[src/rtl/muldiv_unit_if.sv]
// Request/response bundle between the execute stage and the multiply/divide unit.
interface muldiv_unit_if #(
  parameter int WIDTH = 32
);
  logic             start;
  logic [2:0]       op;
  logic [WIDTH-1:0] a;
  logic [WIDTH-1:0] b;
  logic             busy;
  logic             done;
  logic             div_by_zero;
  logic [WIDTH-1:0] hi;
  logic [WIDTH-1:0] lo;

  modport master (output start, op, a, b, input busy, done, div_by_zero, hi, lo);
  modport slave  (input start, op, a, b, output busy, done, div_by_zero, hi, lo);
endinterface

[src/rtl/muldiv_unit.sv]
// Iterative multiply/divide unit owning HI/LO; one result bit per cycle.
// MULDIV_SIGNED_EN builds signed handling for ops 2/3; otherwise they run unsigned.
module muldiv_unit #(
  parameter int WIDTH = 32
) (
  input  logic          clk,
  input  logic          reset,
  muldiv_unit_if.slave  bus
);
  localparam int CW = $clog2(WIDTH);

  typedef enum logic [1:0] {IDLE, RUN, DONE} state_t;

  state_t             state_reg, state_next;
  logic [CW-1:0]      cnt_reg;
  logic [2*WIDTH-1:0] acc_reg, acc_step, prod;
  logic [WIDTH-1:0]   opb_reg, a_reg, hi_reg, lo_reg, hi_next, lo_next;
  logic [WIDTH-1:0]   a_mag, b_mag, quot, rem;
  logic [WIDTH:0]     mul_sum, div_shift, div_trial;
  logic               is_div_reg, neg_q_reg, neg_r_reg, divz_reg;
  logic               busy_reg, done_reg, dbz_reg;
  logic               accept_op, accept_mt, last;
  logic               a_neg, b_neg;

`ifdef MULDIV_SIGNED_EN
  assign a_neg = bus.op[1] & bus.a[WIDTH-1];
  assign b_neg = bus.op[1] & bus.b[WIDTH-1];
`else
  assign a_neg = 1'b0;
  assign b_neg = 1'b0;
`endif
  assign a_mag = a_neg ? -bus.a : bus.a;
  assign b_mag = b_neg ? -bus.b : bus.b;

  always_comb begin
    state_next = state_reg;
    accept_op  = 1'b0;
    accept_mt  = 1'b0;
    last       = (state_reg == RUN) && (cnt_reg == CW'(WIDTH - 1));
    case (state_reg)
      IDLE, DONE: begin
        state_next = IDLE;
        if (bus.start && !bus.op[2]) begin
          accept_op  = 1'b1;
          state_next = RUN;
        end else if (bus.start && (bus.op == 3'd4 || bus.op == 3'd5)) begin
          accept_mt = 1'b1;
        end
      end
      RUN:     if (last) state_next = DONE;
      default: state_next = IDLE;
    endcase
  end

  // acc holds {partial product, multiplier} or {remainder, dividend/quotient}.
  always_comb begin
    mul_sum   = {1'b0, acc_reg[2*WIDTH-1:WIDTH]} + (acc_reg[0] ? {1'b0, opb_reg} : '0);
    div_shift = acc_reg[2*WIDTH-1:WIDTH-1];
    div_trial = div_shift - {1'b0, opb_reg};
    if (!is_div_reg)
      acc_step = {mul_sum, acc_reg[WIDTH-1:1]};
    else if (!div_trial[WIDTH])
      acc_step = {div_trial[WIDTH-1:0], acc_reg[WIDTH-2:0], 1'b1};
    else
      acc_step = {div_shift[WIDTH-1:0], acc_reg[WIDTH-2:0], 1'b0};

    quot = acc_step[WIDTH-1:0];
    rem  = acc_step[2*WIDTH-1:WIDTH];
    prod = neg_q_reg ? -acc_step : acc_step;
    if (!is_div_reg) begin
      hi_next = prod[2*WIDTH-1:WIDTH];
      lo_next = prod[WIDTH-1:0];
    end else if (divz_reg) begin
      hi_next = a_reg;
      lo_next = '1;
    end else begin
      hi_next = neg_r_reg ? -rem : rem;
      lo_next = neg_q_reg ? -quot : quot;
    end
  end

  always_ff @(posedge clk or negedge reset) begin
    if (!reset) begin
      state_reg  <= IDLE;
      cnt_reg    <= '0;
      acc_reg    <= '0;
      opb_reg    <= '0;
      a_reg      <= '0;
      hi_reg     <= '0;
      lo_reg     <= '0;
      is_div_reg <= 1'b0;
      neg_q_reg  <= 1'b0;
      neg_r_reg  <= 1'b0;
      divz_reg   <= 1'b0;
      busy_reg   <= 1'b0;
      done_reg   <= 1'b0;
      dbz_reg    <= 1'b0;
    end else begin
      state_reg <= state_next;
      busy_reg  <= (state_next == RUN);
      done_reg  <= last;
      dbz_reg   <= last & divz_reg;
      if (accept_op) begin
        cnt_reg    <= '0;
        is_div_reg <= bus.op[0];
        neg_q_reg  <= a_neg ^ b_neg;
        neg_r_reg  <= a_neg;
        divz_reg   <= bus.op[0] && (bus.b == '0);
        a_reg      <= bus.a;
        opb_reg    <= bus.op[0] ? b_mag : a_mag;
        acc_reg    <= bus.op[0] ? {{WIDTH{1'b0}}, a_mag} : {{WIDTH{1'b0}}, b_mag};
      end else if (state_reg == RUN) begin
        cnt_reg <= cnt_reg + CW'(1);
        acc_reg <= acc_step;
      end
      if (last) begin
        hi_reg <= hi_next;
        lo_reg <= lo_next;
      end else if (accept_mt) begin
        if (bus.op[0]) lo_reg <= bus.a;
        else           hi_reg <= bus.a;
      end
    end
  end

  assign bus.busy        = busy_reg;
  assign bus.done        = done_reg;
  assign bus.div_by_zero = dbz_reg;
  assign bus.hi          = hi_reg;
  assign bus.lo          = lo_reg;
endmodule

[src/flat_wrapper.sv]
// flat-port wrapper written by rule: the top's interface ports become plain ports
module muldiv_unit_flat 
#(
  parameter int WIDTH = 32
)
  (clk, reset, bus_start, bus_op, bus_a, bus_b, bus_busy, bus_done, bus_div_by_zero, bus_hi, bus_lo);
  muldiv_unit_if #(.WIDTH(WIDTH)) bus_i ();
  input  logic clk;
  input  logic reset;
  input wire logic [$bits(bus_i.start)-1:0] bus_start;
  input wire logic [$bits(bus_i.op)-1:0] bus_op;
  input wire logic [$bits(bus_i.a)-1:0] bus_a;
  input wire logic [$bits(bus_i.b)-1:0] bus_b;
  output wire logic [$bits(bus_i.busy)-1:0] bus_busy;
  output wire logic [$bits(bus_i.done)-1:0] bus_done;
  output wire logic [$bits(bus_i.div_by_zero)-1:0] bus_div_by_zero;
  output wire logic [$bits(bus_i.hi)-1:0] bus_hi;
  output wire logic [$bits(bus_i.lo)-1:0] bus_lo;
  assign bus_i.start = bus_start;
  assign bus_i.op = bus_op;
  assign bus_i.a = bus_a;
  assign bus_i.b = bus_b;
  assign bus_busy = bus_i.busy;
  assign bus_done = bus_i.done;
  assign bus_div_by_zero = bus_i.div_by_zero;
  assign bus_hi = bus_i.hi;
  assign bus_lo = bus_i.lo;
  muldiv_unit #(.WIDTH(WIDTH)) u_core (.clk(clk), .reset(reset), .bus(bus_i));
endmodule
[config.mk]
export PLATFORM = sky130hd
export DESIGN_NAME = muldiv_unit_flat
export DESIGN_NICKNAME = d
export VERILOG_FILES = /design/src/rtl/muldiv_unit_if.sv /design/src/rtl/muldiv_unit.sv /design/src/flat_wrapper.sv
export SDC_FILE = /design/constraint.sdc
export NUM_CORES = 1
export LEC_CHECK = 0
export ABC_AREA = 1
export CAP_MARGIN = 20
export CORE_UTILIZATION = 50
export DETAILED_ROUTE_END_ITERATION = 8
export PLACE_DENSITY = 0.81
export SETUP_SLACK_MARGIN = 0.4
export SLEW_MARGIN = 30
export SYNTH_ARGS = -nofsm -noshare
export SYNTH_HDL_FRONTEND = slang
export SYNTH_SLANG_ARGS = --single-unit
[constraint.sdc]
create_clock -name clk -period 2.8 [get_ports clk]
set_input_delay 0.28 -clock clk [delete_from_list [all_inputs] [get_ports clk]]
set_output_delay 0.28 -clock clk [all_outputs]
set_load 0.1 [all_outputs]
==> impl_table.tex, run 1 <==
\begin{tabular}{lr}
\hline
Metric & Value \\
\hline
\multicolumn{2}{l}{\textbf{Floorplanning}} \\
\quad Die H & 178 um \\
\quad Area enclosed by the die boundary & 31700 um2 \\
\quad Overall die width & 178 um \\
\quad Number of primary I/O pins & 137 \\
\quad Floorplan core area & 30600 um2 \\
\quad Initial Util & roughly half \\
\quad Standard-cell row count & 64 \\
\multicolumn{2}{l}{\textbf{Global route}} \\
\quad Number of antenna violations at the first check in global routing & 0 \\
\quad Number of global-route vias before repair & 16800 \\
\quad Overall overflow remaining after global route & 0 \\
\quad First-pass GRT wire length & 95.0 mm \\
\quad Aggregate global-route resource usage & 39.5\% \\
\quad Largest net degree at the start of global routing & 77 \\
\multicolumn{2}{l}{\textbf{Setup path}} \\
\quad CP startpoint & u\_core.acc\_reg[0] \\
\quad Worst r2r dst & u\_core.bus.hi[19] \\
\quad Required time at the endpoint of the critical path & 3.20 ns \\
\quad Worst r2r path cells & 15 \\
\quad Critical Path Start Type & register \\
\quad Critical Path Fanout Max & 23 \\
\quad Path type of the worst setup path & register to register \\
\quad Critical path arrival & approximately 3.2 ns \\
\quad Worst reg2reg path startpoint & u\_core.acc\_reg[0] \\
\quad Flop-to-flop setup slack & approximately 0.044 ns \\
\quad Kind of capture point of the worst setup path & register \\
\quad Crit path capture & u\_core.bus.hi[19] \\
\multicolumn{2}{l}{\textbf{STA}} \\
\quad Total negative slack & 0 ns \\
\quad Final hold violation count & 0 \\
\quad Final clock skew & 0.0284 ns \\
\quad Period utilisation layout & 98.4\% \\
\quad Setup repair after global routing missed its margin & yes \\
\quad Worst max-slew margin expressed relative to the limit & 29.6\% \\
\quad Setup violations, final & 0 \\
\quad Worst Tran Pin Value & roughly 1.1 ns \\
\quad Max Freq & 0.363 GHz \\
\quad Min cycle time layout & 2.76 ns \\
\quad Number of max-slew violations in the final report & 0 \\
\multicolumn{2}{l}{\textbf{Cells and area}} \\
\quad Net count of the finished layout & 2734 \\
\quad Largest register FFs & 64 \\
\quad Layout cells sized above 1 & between 10\% and 20\% \\
\quad Area growth from synthesis to final layout & 28.3\% \\
\quad Final core occ & 65.1\% \\
\quad Antenna diode instance count & 0 \\
\multicolumn{2}{l}{\textbf{Routing}} \\
\quad Detailed router's first-iteration violation count & 2363 \\
\quad DRC Markers & 0 \\
\quad Number of vias per cell & 5.95 \\
\quad DRT antenna net count & 0 \\
\quad Average wire length per cell after detail routing & 21.2 um \\
\quad Overall routed net length & 63.9 mm \\
\quad Via total after detailed routing & roughly 18000 \\
\quad TritonRoute pass-1 iters & 6 \\
\multicolumn{2}{l}{\textbf{Clocking}} \\
\quad Number of buffers created by CTS & 23 \\
\quad Number of clock sinks seen by CTS & approximately 200 \\
\quad H-tree level count & 1 \\
\quad Clock latency at the later pin of the worst-skew pair & 0.53 ns \\
\quad CTS clk-pin slew, worst paths & 0.06 ns \\
\quad TritonCTS clock tree & yes \\
\quad Clock Tree Root & sky130\_fd\_sc\_hd\_\_clkbuf\_16 \\
\quad Maximum clock insertion buffer count & 3 \\
\multicolumn{2}{l}{\textbf{Placed design}} \\
\quad Number of port buffers & around 140 \\
\quad RePlAce Congestion & 1.01 \\
\quad Half-perimeter wire length after placement & 47.2 mm \\
\multicolumn{2}{l}{\textbf{Synth}} \\
\quad Synthesis-stage register bit count & 204 \\
\quad Library cell occupying the most area in the post-synthesis netlist & sky130\_fd\_sc\_hd\_\_dfrtp\_1 \\
\quad Gate count of the mapped netlist & 2387 \\
\quad Count of yosys warnings during synthesis & 0 \\
\quad Mapped Nets & roughly 2500 \\
\quad Number of different library cells in the post-synthesis netlist & 50 \\
\quad Dominant cells by area after synthesis & sky130\_fd\_sc\_hd\_\_dfrtp\_1 (33\%), sky130\_fd\_sc\_hd\_\_nand2\_1 (21\%), sky130\_fd\_sc\_hd\_\_inv\_1 (7.5\%), sky130\_fd\_sc\_hd\_\_o21ai\_0 (5.8\%), sky130\_fd\_sc\_hd\_\_ha\_1 (5.3\%) \\
\quad Synthesized area per cell & between 6 and 7 um2 \\
\quad Proportion of synthesized chip area in sequential cells & 32.9\% \\
\quad Fraction of synthesized cell area taken by the top area cell type & 32.9\% \\
\quad Total standard cell area after synthesis & roughly 16000 um2 \\
\multicolumn{2}{l}{\textbf{Run status}} \\
\quad Status & complete, no violations \\
\multicolumn{2}{l}{\textbf{Min path}} \\
\quad Hold crit path type & input pin to register \\
\multicolumn{2}{l}{\textbf{Run}} \\
\quad Total of max-cap violations & 0 \\
\hline
\end{tabular}
[metal layers]
metal  track usage, %  routed length (um)  vias up
met4             26.6                5420        0
li1                 -                   -     8129
met3             5.09                5550      311
met1             49.2               23900     8307
met2             63.9               29000     1161
met5                0                   0        -
[layout by cell type, fill, tap and decap left out, drive strengths merged, types with 6 or more instances in the layout]
cell type	Yosys	layout
o211ai	47	47
a21o	11	11
xor2	10	10
a21oi	115	115
nor2	141	141
o21bai	6	6
clkbuf	77	36
xnor2	8	8
nor4	12	12
buf	23	213
nand2	888	889
o21ai	207	207
o311ai	15	15
clkinv	2	6
ha	66	66
clkdlybuf4s50	0	67
nand3	134	134
inv	318	320
a22oi	30	30
nor3	22	22
nand3b	8	8
dfrtp	204	204
nand4	17	17
[cells by family after synthesis]
kind of cell	count (synthesis)	synth area share, %
compound gates	450	17.3
xor+xnor	18	1.02
fa+ha+maj	68	5.58
buf+inv	420	10.6
flops	204	32.9
simple gates	1227	32.6
[worst min-delay path by stage]
stage                         start                 end  slack [ns]  depth (start not counted)
final                     bus_op[0]    u_core.bus.lo[0]        0.19                          5
after global routing      bus_op[0]    u_core.bus.hi[0]        0.25                          4
after CTS                 bus_op[0]    u_core.bus.lo[0]        0.18                          5
after detailed placement      reset  u_core.acc_reg[59]        0.34                          1
after global placement        reset  u_core.acc_reg[59]        0.33                          1
after floorplan               reset     u_core.a_reg[0]       -0.02                          0
[cells in the mapped netlist, drive strengths merged]
cell       n
o22ai      2
clkbuf    77
a21oi    115
xor2      10
a31oi      1
nor2     141
o21a       4
a211o      1
o32ai      1
a21o      11
a22o       2
xnor2      8
dfrtp    204
nor3      22
o21bai     6
and2       2
nand3    134
a22oi     30
o211ai    47
o311ai    15
nor4      12
nand4     17
a21boi     3
inv      318
o21ai    207
o221ai     4
or2        3
a2bb2oi    1
nand3b     8
ha        66
nand2    888
fa         2
clkinv     2
buf       23
[repair_timing]
item	CTS	global route
cloned	1	1
pin swaps	24	46
resized for setup	123	143
setup endpoints to repair	66	91
endpoints found under the hold margin	63	0
setup buffers	13	19
hold buffers	1	0
[critical path, stage by stage (launching register included)]
cell	delay [ns]
sky130_fd_sc_hd__dfrtp_2	0.45
sky130_fd_sc_hd__buf_8	0.18
sky130_fd_sc_hd__nand2_1	0.08
sky130_fd_sc_hd__inv_1	0.04
sky130_fd_sc_hd__ha_1	0.37
sky130_fd_sc_hd__nand2_1	0.15
sky130_fd_sc_hd__nor2_1	0.18
sky130_fd_sc_hd__inv_1	0.10
sky130_fd_sc_hd__nor2_2	0.22
sky130_fd_sc_hd__nand4_1	0.18
sky130_fd_sc_hd__nand3_1	0.12
sky130_fd_sc_hd__nand2_1	0.05
sky130_fd_sc_hd__nand3_1	0.19
sky130_fd_sc_hd__nand3_1	0.14
sky130_fd_sc_hd__nand2_1	0.10
sky130_fd_sc_hd__nand2_1	0.07
[cell type report]
class                           count  area [um2]
Timing Repair Buffer              283        2540
Clock inverter                      8        52.6
Tap cell                          396         495
Inverter                          320        1200
Fill cell                        2774       10700
Sequential cell                   204        5110
Clock buffer                       34         667
Multi-Input combinational cell   1764        9840
[metrics by stage]
| stage | setup slack, ns | hold slack (ns) | cell area, um2 | instances |
|---|---|---|---|---|
| floorplan | 0.415 | -0.0156 | 15500 | 2387 |
| global placement | -0.346 | 0.331 | 17800 | 2932 |
| detailed placement | -0.331 | 0.339 | 17800 | 2932 |
| CTS | 0.0621 | 0.177 | 19100 | 2989 |
| global route | -0.129 | 0.248 | 19900 | 3009 |
| finish | 0.0441 | 0.195 | 19900 | 3009 |
Power of run 1 is left out: the tool's default activity adds up to more than one toggle a clock period on the data nets, which glitch-free logic cannot reach.
==> run 2, diff against run 1 <==
==> constraint.sdc (replaced) <==
create_clock -name clk -period 2.55 [get_ports clk]
set_input_delay 0.255 -clock clk [delete_from_list [all_inputs] [get_ports clk]]
set_output_delay 0.255 -clock clk [all_outputs]
set_load 0.1 [all_outputs]
==> impl_table.tex, run 2 (same netlist as run 1, synthesis figures left out) <==
\begin{tabular}{lr}
\hline
Metric & Value \\
\hline
\multicolumn{2}{l}{\textbf{Run status}} \\
\quad Status & finished with violations \\
\quad Violated checks & setup timing \\
\multicolumn{2}{l}{\textbf{Clocking}} \\
\quad Clock Tree Root & sky130\_fd\_sc\_hd\_\_clkbuf\_16 \\
\quad Maximum clock insertion buffer count & 3 \\
\quad Number of clock sinks seen by CTS & 204 \\
\quad CTS clk-pin slew, worst paths & 0.06 ns \\
\quad Clock latency at the later pin of the worst-skew pair & 0.53 ns \\
\quad H-tree level count & 1 \\
\quad TritonCTS clock tree & yes \\
\quad Number of buffers created by CTS & 24 \\
\multicolumn{2}{l}{\textbf{Routing}} \\
\quad Overall routed net length & roughly 66 mm \\
\quad DRC Markers & 0 \\
\quad Via total after detailed routing & 18300 \\
\quad Number of vias per cell & between 5 and 6 \\
\quad Average wire length per cell after detail routing & approximately 21 um \\
\quad DRT antenna net count & 0 \\
\quad Detailed router's first-iteration violation count & around 2200 \\
\quad TritonRoute pass-1 iters & 6 \\
\multicolumn{2}{l}{\textbf{STA}} \\
\quad Setup repair after global routing missed its margin & yes \\
\quad Min cycle time layout & 2.70 ns \\
\quad Setup slack after layout & -0.145 ns \\
\quad Worst max-slew margin expressed relative to the limit & 42.3\% \\
\quad Period utilisation layout & 106\% \\
\quad Max Freq & 0.371 GHz \\
\quad Final hold violation count & 0 \\
\quad Number of max-slew violations in the final report & 0 \\
\quad Worst Tran Pin Value & just under 0.9 ns \\
\quad Setup violations, final & 41 \\
\quad Total negative slack & -2.16 ns \\
\quad Final clock skew & 0.0130 ns \\
\multicolumn{2}{l}{\textbf{Placed design}} \\
\quad Placed instance count & 3109 \\
\quad Half-perimeter wire length after placement & 49.1 mm \\
\quad RePlAce Congestion & 1.08 \\
\quad Number of port buffers & between 100 and 150 \\
\multicolumn{2}{l}{\textbf{Global route}} \\
\quad First-pass GRT wire length & 98.5 mm \\
\quad Largest net degree at the start of global routing & 111 \\
\quad Number of antenna violations at the first check in global routing & 1 \\
\quad Overall overflow remaining after global route & 0 \\
\quad Number of global-route vias before repair & $\sim$17000 \\
\quad Aggregate global-route resource usage & between 40\% and 50\% \\
\multicolumn{2}{l}{\textbf{Floorplanning}} \\
\quad Overall die width & 178 um \\
\quad Floorplan core area & 30600 um2 \\
\quad Initial Util & 50.7\% \\
\quad Area enclosed by the die boundary & 31700 um2 \\
\quad Standard-cell row count & 64 \\
\quad Number of primary I/O pins & 137 \\
\quad Die H & 178 um \\
\multicolumn{2}{l}{\textbf{Cells and area}} \\
\quad Largest register FFs & 64 \\
\quad Area growth from synthesis to final layout & 37.4\% \\
\quad Most common library cell in the layout ignoring fill and taps & sky130\_fd\_sc\_hd\_\_nand2\_1 \\
\quad Antenna diode instance count & 0 \\
\quad Most frequent cells in the layout & sky130\_fd\_sc\_hd\_\_nand2\_1 (803), sky130\_fd\_sc\_hd\_\_buf\_4 (361), sky130\_fd\_sc\_hd\_\_inv\_1 (295) \\
\quad Register cell area after layout & $\sim$5100 um2 \\
\quad Area occupied by multi-input gates & 10100 um2 \\
\quad Non-filler instance count after layout & 3172 \\
\quad Net count of the finished layout & 2898 \\
\quad Layout cells sized above 1 & 25.8\% \\
\quad Total of fill cells in the finished design & 2614 \\
\multicolumn{2}{l}{\textbf{Setup path}} \\
\quad Critical path arrival & 3.17 ns \\
\quad Number of stages on the worst setup path & 18 \\
\quad CP cell instances & inv\_2, ha\_4, fa\_2, inv\_2, buf\_4, buf\_4, buf\_4, buf\_4, nand3\_2, nand3b\_1, buf\_4, xor2\_1, nand2\_2, o21ai\_2, nand3\_1, nand2\_2, nand2\_1, nand2\_1 \\
\quad Critical Path Fanout Max & 3 \\
\quad Crit path capture & u\_core.bus.hi[10] \\
\quad Kind of capture point of the worst setup path & register \\
\quad Path type of the worst setup path & register to register \\
\quad Flop-to-flop setup slack & -0.15 ns \\
\quad Family with the most delay on the worst path & simple AND/OR/NAND/NOR gates \\
\quad Required time at the endpoint of the critical path & 3.02 ns \\
\quad Slowest cell delay on critical path & 0.39 ns \\
\quad Critical Path Start Type & register \\
\quad CP startpoint & u\_core.acc\_reg[31] \\
\quad Most used cell along the critical path & sky130\_fd\_sc\_hd\_\_buf\_4 \\
\quad Worst Path Buf+Inv & 7 \\
\quad Worst r2r dst & u\_core.bus.hi[10] \\
\quad Worst r2r path cells & 18 \\
\quad Worst reg2reg path startpoint & u\_core.acc\_reg[31] \\
\quad Max stage delay cell, worst path & sky130\_fd\_sc\_hd\_\_fa\_2 \\
\multicolumn{2}{l}{\textbf{Run}} \\
\quad Total of max-cap violations & 0 \\
\multicolumn{2}{l}{\textbf{Min path}} \\
\quad Hold crit path type & input pin to register \\
\hline
\end{tabular}
## run 2: cell count changes in the layout (fill, tap and decap cells not counted), sizes merged
cell and change:
buf +163, clkinv -2, clkinvlp -2, clkbuf +4
## run 2: worst min-delay path by stage
stage	from	to	slack, ns	cells past startpoint
finish	bus_op[0]	u_core.bus.hi[0]	0.25	4
global placement	reset	u_core.bus.lo[11]	0.32	1
global route	bus_op[0]	u_core.bus.hi[0]	0.27	4
floorplan	reset	u_core.a_reg[0]	-0.04	0
CTS	bus_op[0]	u_core.bus.hi[0]	0.20	4
detailed placement	reset	u_core.bus.lo[11]	0.32	1
## run 2: worst min-delay path, delay by kind of cell
kind / cells / cell delay (ns)
and+or+nand+nor: 2 / 0.30
buffers and inverters: 1 / 0.14
AOI/OAI and AO/OA: 1 / 0.05
## run 2: stage by stage
step                area, um2  hold slack (ns)  utilization [%]  setup WS [ns]
floorplan               15600          -0.0406                -          0.289
global placement        19200            0.320             62.8         -0.251
detailed placement      19200            0.324             62.8         -0.212
CTS                     20500            0.197             66.9        -0.0588
global route            21300            0.269             69.7         -0.221
finish                  21300            0.249             69.7         -0.145
## run 2: final cells by class
cell class	count	share of cell area (%)
clock buffer	38	3.26
clock inverter	4	0.141
inverter	320	5.65
multi-input combinational	1764	47.3
sequential	204	24.0
tap	396	2.33
timing repair buffer	446	17.4
## run 2: timing repair
item | in CTS | in global routing
resized for setup | 107 | 165
endpoints found under the hold margin | 61 | 0
cloned | 1 | 1
setup buffers | 11 | 7
pin swaps | 26 | 52
endpoints found under the setup margin | 67 | 95
hold buffers | 1 | 0
## run 2: layer usage
metal  routed length, um  GRT usage, %  part of all wire [%]  vias to the layer above
met5                  49             0                 0.074                        -
met4                1800          10.6                   2.7                        2
met3                8890          11.1                    14                      141
met2               27700          60.3                    42                     1244
met1               27400          59.1                    42                     8518
li1                    -             -                     -                     8440
Power of run 2 is left out for the same reason.
